**config.mk**
```make
export PLATFORM = sky130hd
export DESIGN_NAME = morse_rx
export DESIGN_NICKNAME = d
export VERILOG_FILES = /design/src/rtl/morse_rx.sv
export SDC_FILE = /design/constraint.sdc
export NUM_CORES = 1
export LEC_CHECK = 0
export CAP_MARGIN = 40
export CORE_UTILIZATION = 55
export CTS_CLUSTER_DIAMETER = 200
export DETAILED_ROUTE_END_ITERATION = 6
export PLACE_DENSITY = 0.71
export REMOVE_ABC_BUFFERS = 1
export SKIP_CTS_REPAIR_TIMING = 1
export SLEW_MARGIN = 20
export SYNTH_ARGS = -nofsm -noshare
export SYNTH_HDL_FRONTEND = slang
export SYNTH_SLANG_ARGS = --single-unit
```
**constraint.sdc**
```tcl
create_clock -name clk -period 7.4 [get_ports clk]
set_input_delay 1.48 -clock clk [delete_from_list [all_inputs] [get_ports clk]]
set_output_delay 1.48 -clock clk [all_outputs]
set_load 0.03 [all_outputs]
```
**src/rtl/morse_rx.sv**
```systemverilog
// morse_rx: Morse key receiver. Synchronizes the player key, measures mark and
// space durations in prescaled ticks, and classifies each mark as a dot or a
// dash against a unit length U selected by the difficulty bus. A gap of 3*U
// closes the symbol, which is emitted as a one-cycle sym_valid pulse.
// Optional feature macro: MORSE_RX_ERR_EN. When it is defined, a sixth element
// discards the symbol and pulses err. When it is undefined, err is tied to 0
// and elements beyond the fifth are ignored.
module morse_rx #(
  parameter int TICK_DIV = 50000,
  parameter int UNIT0    = 400,
  parameter int UNIT1    = 300,
  parameter int UNIT2    = 200,
  parameter int UNIT3    = 100
) (
  input  logic       clk,
  input  logic       reset,
  input  logic [1:0] difficulty,
  input  logic       key,
  output logic [4:0] sym_code,
  output logic [2:0] sym_len,
  output logic       sym_valid,
  output logic       busy,
  output logic       err
);

  localparam logic [1:0] S_IDLE  = 2'd0;
  localparam logic [1:0] S_MARK  = 2'd1;
  localparam logic [1:0] S_SPACE = 2'd2;

  localparam int PW = (TICK_DIV > 1) ? $clog2(TICK_DIV) : 1;
  localparam logic [PW-1:0] PRE_MAX = PW'(TICK_DIV - 1);

  logic [PW-1:0] pre_q, pre_d;
  logic          tick;
  logic          key_s1_q, key_s1_d;
  logic          key_s2_q, key_s2_d;
  logic          key_dl_q, key_dl_d;
  logic          key_rise, key_fall;
  logic [1:0]    state_q, state_d;
  logic [15:0]   cnt_q, cnt_d;
  logic [15:0]   cnt_inc;
  logic [15:0]   unit_q, unit_d;
  logic [15:0]   unit_sel;
  logic [15:0]   two_u, three_u;
  logic [4:0]    elems_q, elems_d;
  logic [2:0]    len_q, len_d;
  logic [4:0]    sym_code_q, sym_code_d;
  logic [2:0]    sym_len_q, sym_len_d;
  logic          sym_valid_q, sym_valid_d;
  logic          dash;
`ifdef MORSE_RX_ERR_EN
  logic          err_q, err_d;
`endif

  // Free-running prescaler: one tick every TICK_DIV clocks.
  always_comb begin
    tick  = (pre_q == PRE_MAX);
    pre_d = tick ? '0 : pre_q + 1'b1;
  end

  // Two-flop synchronizer plus one delay stage for edge detection.
  always_comb begin
    key_s1_d = key;
    key_s2_d = key_s1_q;
    key_dl_d = key_s2_q;
    key_rise = key_s2_q & ~key_dl_q;
    key_fall = ~key_s2_q & key_dl_q;
  end

  // Unit length lookup and the 2U / 3U thresholds of the latched unit.
  always_comb begin
    unique case (difficulty)
      2'b00:   unit_sel = 16'(UNIT0);
      2'b01:   unit_sel = 16'(UNIT1);
      2'b10:   unit_sel = 16'(UNIT2);
      default: unit_sel = 16'(UNIT3);
    endcase
    two_u   = {unit_q[14:0], 1'b0};
    three_u = two_u + unit_q;
  end

  // Decoder FSM. Thresholds compare the counter value including this cycle's
  // tick, so a window of N*TICK_DIV clocks always measures exactly N ticks.
  always_comb begin
    state_d     = state_q;
    cnt_d       = cnt_q;
    unit_d      = unit_q;
    elems_d     = elems_q;
    len_d       = len_q;
    sym_code_d  = sym_code_q;
    sym_len_d   = sym_len_q;
    sym_valid_d = 1'b0;
`ifdef MORSE_RX_ERR_EN
    err_d       = 1'b0;
`endif
    cnt_inc = (tick && (cnt_q != '1)) ? cnt_q + 16'd1 : cnt_q;
    dash    = (cnt_inc >= two_u);

    unique case (state_q)
      S_IDLE: begin
        if (key_rise) begin
          state_d = S_MARK;
          cnt_d   = '0;
          unit_d  = unit_sel;
          elems_d = '0;
          len_d   = '0;
        end
      end

      S_MARK: begin
        cnt_d = cnt_inc;
        if (key_fall) begin
          cnt_d = '0;
          if (len_q == 3'd5) begin
`ifdef MORSE_RX_ERR_EN
            state_d = S_IDLE;
            err_d   = 1'b1;
`else
            state_d = S_SPACE;
`endif
          end else begin
            elems_d = elems_q | ({4'b0, dash} << len_q);
            len_d   = len_q + 3'd1;
            state_d = S_SPACE;
          end
        end
      end

      S_SPACE: begin
        cnt_d = cnt_inc;
        if (cnt_inc >= three_u) begin
          sym_valid_d = 1'b1;
          sym_code_d  = elems_q;
          sym_len_d   = len_q;
          // A rise on the closing edge starts the next symbol directly.
          if (key_rise) begin
            state_d = S_MARK;
            cnt_d   = '0;
            unit_d  = unit_sel;
            elems_d = '0;
            len_d   = '0;
          end else begin
            state_d = S_IDLE;
          end
        end else if (key_rise) begin
          state_d = S_MARK;
          cnt_d   = '0;
        end
      end

      default: state_d = S_IDLE;
    endcase
  end

  // State registers with synchronous active-high reset.
  always_ff @(posedge clk) begin
    if (reset) begin
      pre_q       <= '0;
      key_s1_q    <= 1'b0;
      key_s2_q    <= 1'b0;
      key_dl_q    <= 1'b0;
      state_q     <= S_IDLE;
      cnt_q       <= '0;
      unit_q      <= '0;
      elems_q     <= '0;
      len_q       <= '0;
      sym_code_q  <= '0;
      sym_len_q   <= '0;
      sym_valid_q <= 1'b0;
`ifdef MORSE_RX_ERR_EN
      err_q       <= 1'b0;
`endif
    end else begin
      pre_q       <= pre_d;
      key_s1_q    <= key_s1_d;
      key_s2_q    <= key_s2_d;
      key_dl_q    <= key_dl_d;
      state_q     <= state_d;
      cnt_q       <= cnt_d;
      unit_q      <= unit_d;
      elems_q     <= elems_d;
      len_q       <= len_d;
      sym_code_q  <= sym_code_d;
      sym_len_q   <= sym_len_d;
      sym_valid_q <= sym_valid_d;
`ifdef MORSE_RX_ERR_EN
      err_q       <= err_d;
`endif
    end
  end

  assign sym_code  = sym_code_q;
  assign sym_len   = sym_len_q;
  assign sym_valid = sym_valid_q;
  assign busy      = (state_q != S_IDLE);
`ifdef MORSE_RX_ERR_EN
  assign err       = err_q;
`else
  assign err       = 1'b0;
`endif

endmodule

```
==> results.cfg <==
[logic_synthesis]
synth_xor_area_share_pct = 6.81
muxShareOfSynthArea_pct = 3.39
synth_edf_count = 0
yosysWarnings = 0
ys_seq_elements = 60
synth_most_common_cell = nor2_1
synth_top_family_by_area = simple AND/OR/NAND/NOR gates
syn-instance-count = 450
synth-compound-area-share_pct = 13.8
ys_types = 55
synth-simple-area-share_pct = 27.0
ys_top_cells_by_area = dfxtp_1, ha_1, nor2_1
seq_area_frac_synth_pct = 32.2
syn_avg_cell_area_sq_um = 8.29
synth-main-ff-cell = dfxtp_1
ys_async_sr_fraction_pct = 0
yosys.area.top_type = dfxtp_1
netlist.area_leader.share_pct = 32.2
synth_commonest_cells = nor2_1, dfxtp_1, ha_1
synth_fa_ha_area_share_pct = 12.6
synth_area_sq_um = 3730

[global_routing]
grt_pass1_wl_mm = 13.3
grt_pass1_vias = 2851
antenna_found_initial = 0
grt_max_degree = 38
overflow = 0
grt_usage_pct = 23.3

[run_status]
status = finished with violations
violations = DRC

[critical_path]
crit_required_ns = 7.67
path_class = reg -> reg
endpoint_kind = register
cp_slowest_stage_delay_ns = 0.42
path_delay_family = simple AND/OR/NAND/NOR gates
worstPathArrival_ns = 4.45
start_kind = register
critPathBufInv = 0
path_cells = ha_1 > and3_1 > nand4_4 > nor2_2 > nand3_1 > nor2_1 > xor2_1 > ha_1 > a21oi_1 > o21ai_0 > a221oi_1 > nand3_2 > o21ai_2 > o21ai_1 > a21oi_1
slowest_stage = a221oi_1
critPathMaxFanout = 9

[layout]
area_growth_pct = 10.4
drive_gt1_share_pct = 7.71
fillers = 559
post-route-cell-area_sq_um = 4120
n_antenna_cell = 0
final_cells = 544
final_nets = 504

[floorplanning]
die_x_um = 84.4
die_height_um = 84.4
core_sq_um = 6460
die_area_sq_um = 7120
num_rows = 29
start_util_pct = 57.8
ios = 16

[sta]
setup_violations = 0
worst_pin_slew_ns = 0.596
finalSetupTns_ns = 0
clock.fmax_mhz = 239
rsz0062_at_grt = false
finalCritPeriodShare_pct = 56.5
finClkSkew_ns = 0.00849
max-slew-margin-rel_pct = 60.3
slew_viol_final = 0
hold_viol = 0
min_period_ns = 4.18

[route]
firstDrtPassIters = 7
drtIter0Drc = 188
drc = 8
viasPerCell = 5.76
routed_wire_length_per_instance_um = 14.2
ant_nets = 0
routed_wl_mm = 7.73
num_vias = 3136

[pwr]
p_leak_nw = 1.69
ir_worst_vdd_v = 0.000105
power.density_nw_per_um2 = 170

[job]
cap_violations = 0

[min_path]
min_path_type = reg -> reg

[cts]
cts_num_sinks = 60
numCtsBuffers = 9
clk_latency_ns = 0.35
cts_tree = done
clk_pin_slew_worst_paths_ns = 0.07
htreeDepth = 3
cts-root-buf = clkbuf_8
cts_buffer_depth = 2

[placement]
dpl_cell_area_sq_um = 3920
io_buffers = 14
place_hpwl_mm = 5.62
dp_cells = 528
gp_congestion = 0.859
==> cells by family (layout without fill, tap and decap cells) <==
group / count (synthesis) / count (layout)
adders and majority gates: 37 / 37
other: 1 / 1
xor gates and xnor gates: 29 / 29
AOI/OAI and AO/OA: 80 / 80
DFF: 60 / 60
muxes: 12 / 12
and+or+nand+nor: 193 / 193
buffers and inverters: 38 / 55
==> final cells by class <==
class,instances,area [sq um],share of cell area [%]
inverters,21,78.8,1.91
clock inverters,7,75.1,1.82
multi-input cells,352,2370,57.6
well taps,77,96.3,2.34
flip-flops and latches,60,1200,29.2
clock buffers,9,124,3.01
repair buffers,18,170,4.13
==> path summary, 6_finish.rpt <==
path             from       end  slack, ns  depth (start not counted)
min reg2reg  key_s1_q  key_dl_d       0.43                          1
max          pre_q[0]  len_q[1]       3.22                         15
max reg2reg  pre_q[0]  len_q[1]       3.22                         15
min          key_s1_q  key_dl_d       0.43                          1
==> report_power, final <==
group / switching, mW / total (mW) / internal [mW]
Clock: 0.142 / 0.299 / 0.157
Combinational: 0.0409 / 0.0675 / 0.0267
Sequential: 0.00513 / 0.332 / 0.327
==> placed cells by master (no fill, tap or decap), drive strengths merged, types with 2 or more instances in the layout <==
cell type / Yosys / layout
nor2: 76 / 76
dfxtp: 60 / 60
ha: 36 / 36
a21oi: 29 / 29
nand2: 28 / 28
nand3: 22 / 22
inv: 21 / 22
o21ai: 20 / 20
xor2: 19 / 19
nor3: 15 / 15
clkdlybuf4s50: 0 / 14
nand4: 14 / 14
xnor2: 10 / 10
mux2i: 10 / 10
nor2b: 9 / 9
clkbuf: 11 / 9
a22oi: 8 / 8
nand2b: 6 / 6
or3: 6 / 6
clkinv: 0 / 5
and3: 4 / 4
a41oi: 4 / 4
buf: 6 / 4
nor4: 4 / 4
and4: 3 / 3
a31oi: 3 / 3
a211oi: 3 / 3
a21o: 2 / 2
or2: 2 / 2
mux2: 2 / 2
==> through the flow <==
step	worst slack [ns]	total power [mW]	hold slack [ns]	utilization, %
6_report	3.22	0.699	0.431	63.8
5_1_grt	2.76	0.732	0.459	63.8
4_1_cts	3.20	0.707	0.433	63.8
3_5_place_dp	3.24	0.407	0.425	60.7
3_3_place_gp	3.04	0.405	0.416	60.5
2_1_floorplan	3.57	0.385	0.414	-
==> routing by layer <==
layer,vias up,share of wire [%],track usage [%]
li1,1615,-,-
met1,1449,51,31.7
met2,64,44,36.7
met3,8,4.3,6.29
met4,0,1.0,6.16
met5,-,0,0
==> sequential cells by signal (all words and copies together), names as in the netlist, 2 cells and up <==
register,count
sym_len,3
sym_code,5
unit_q,6
elems_q,5
pre_q,16
cnt_q,16
len_q,3
state_q,2
Note: power is estimated with default switching activity, not from simulation.
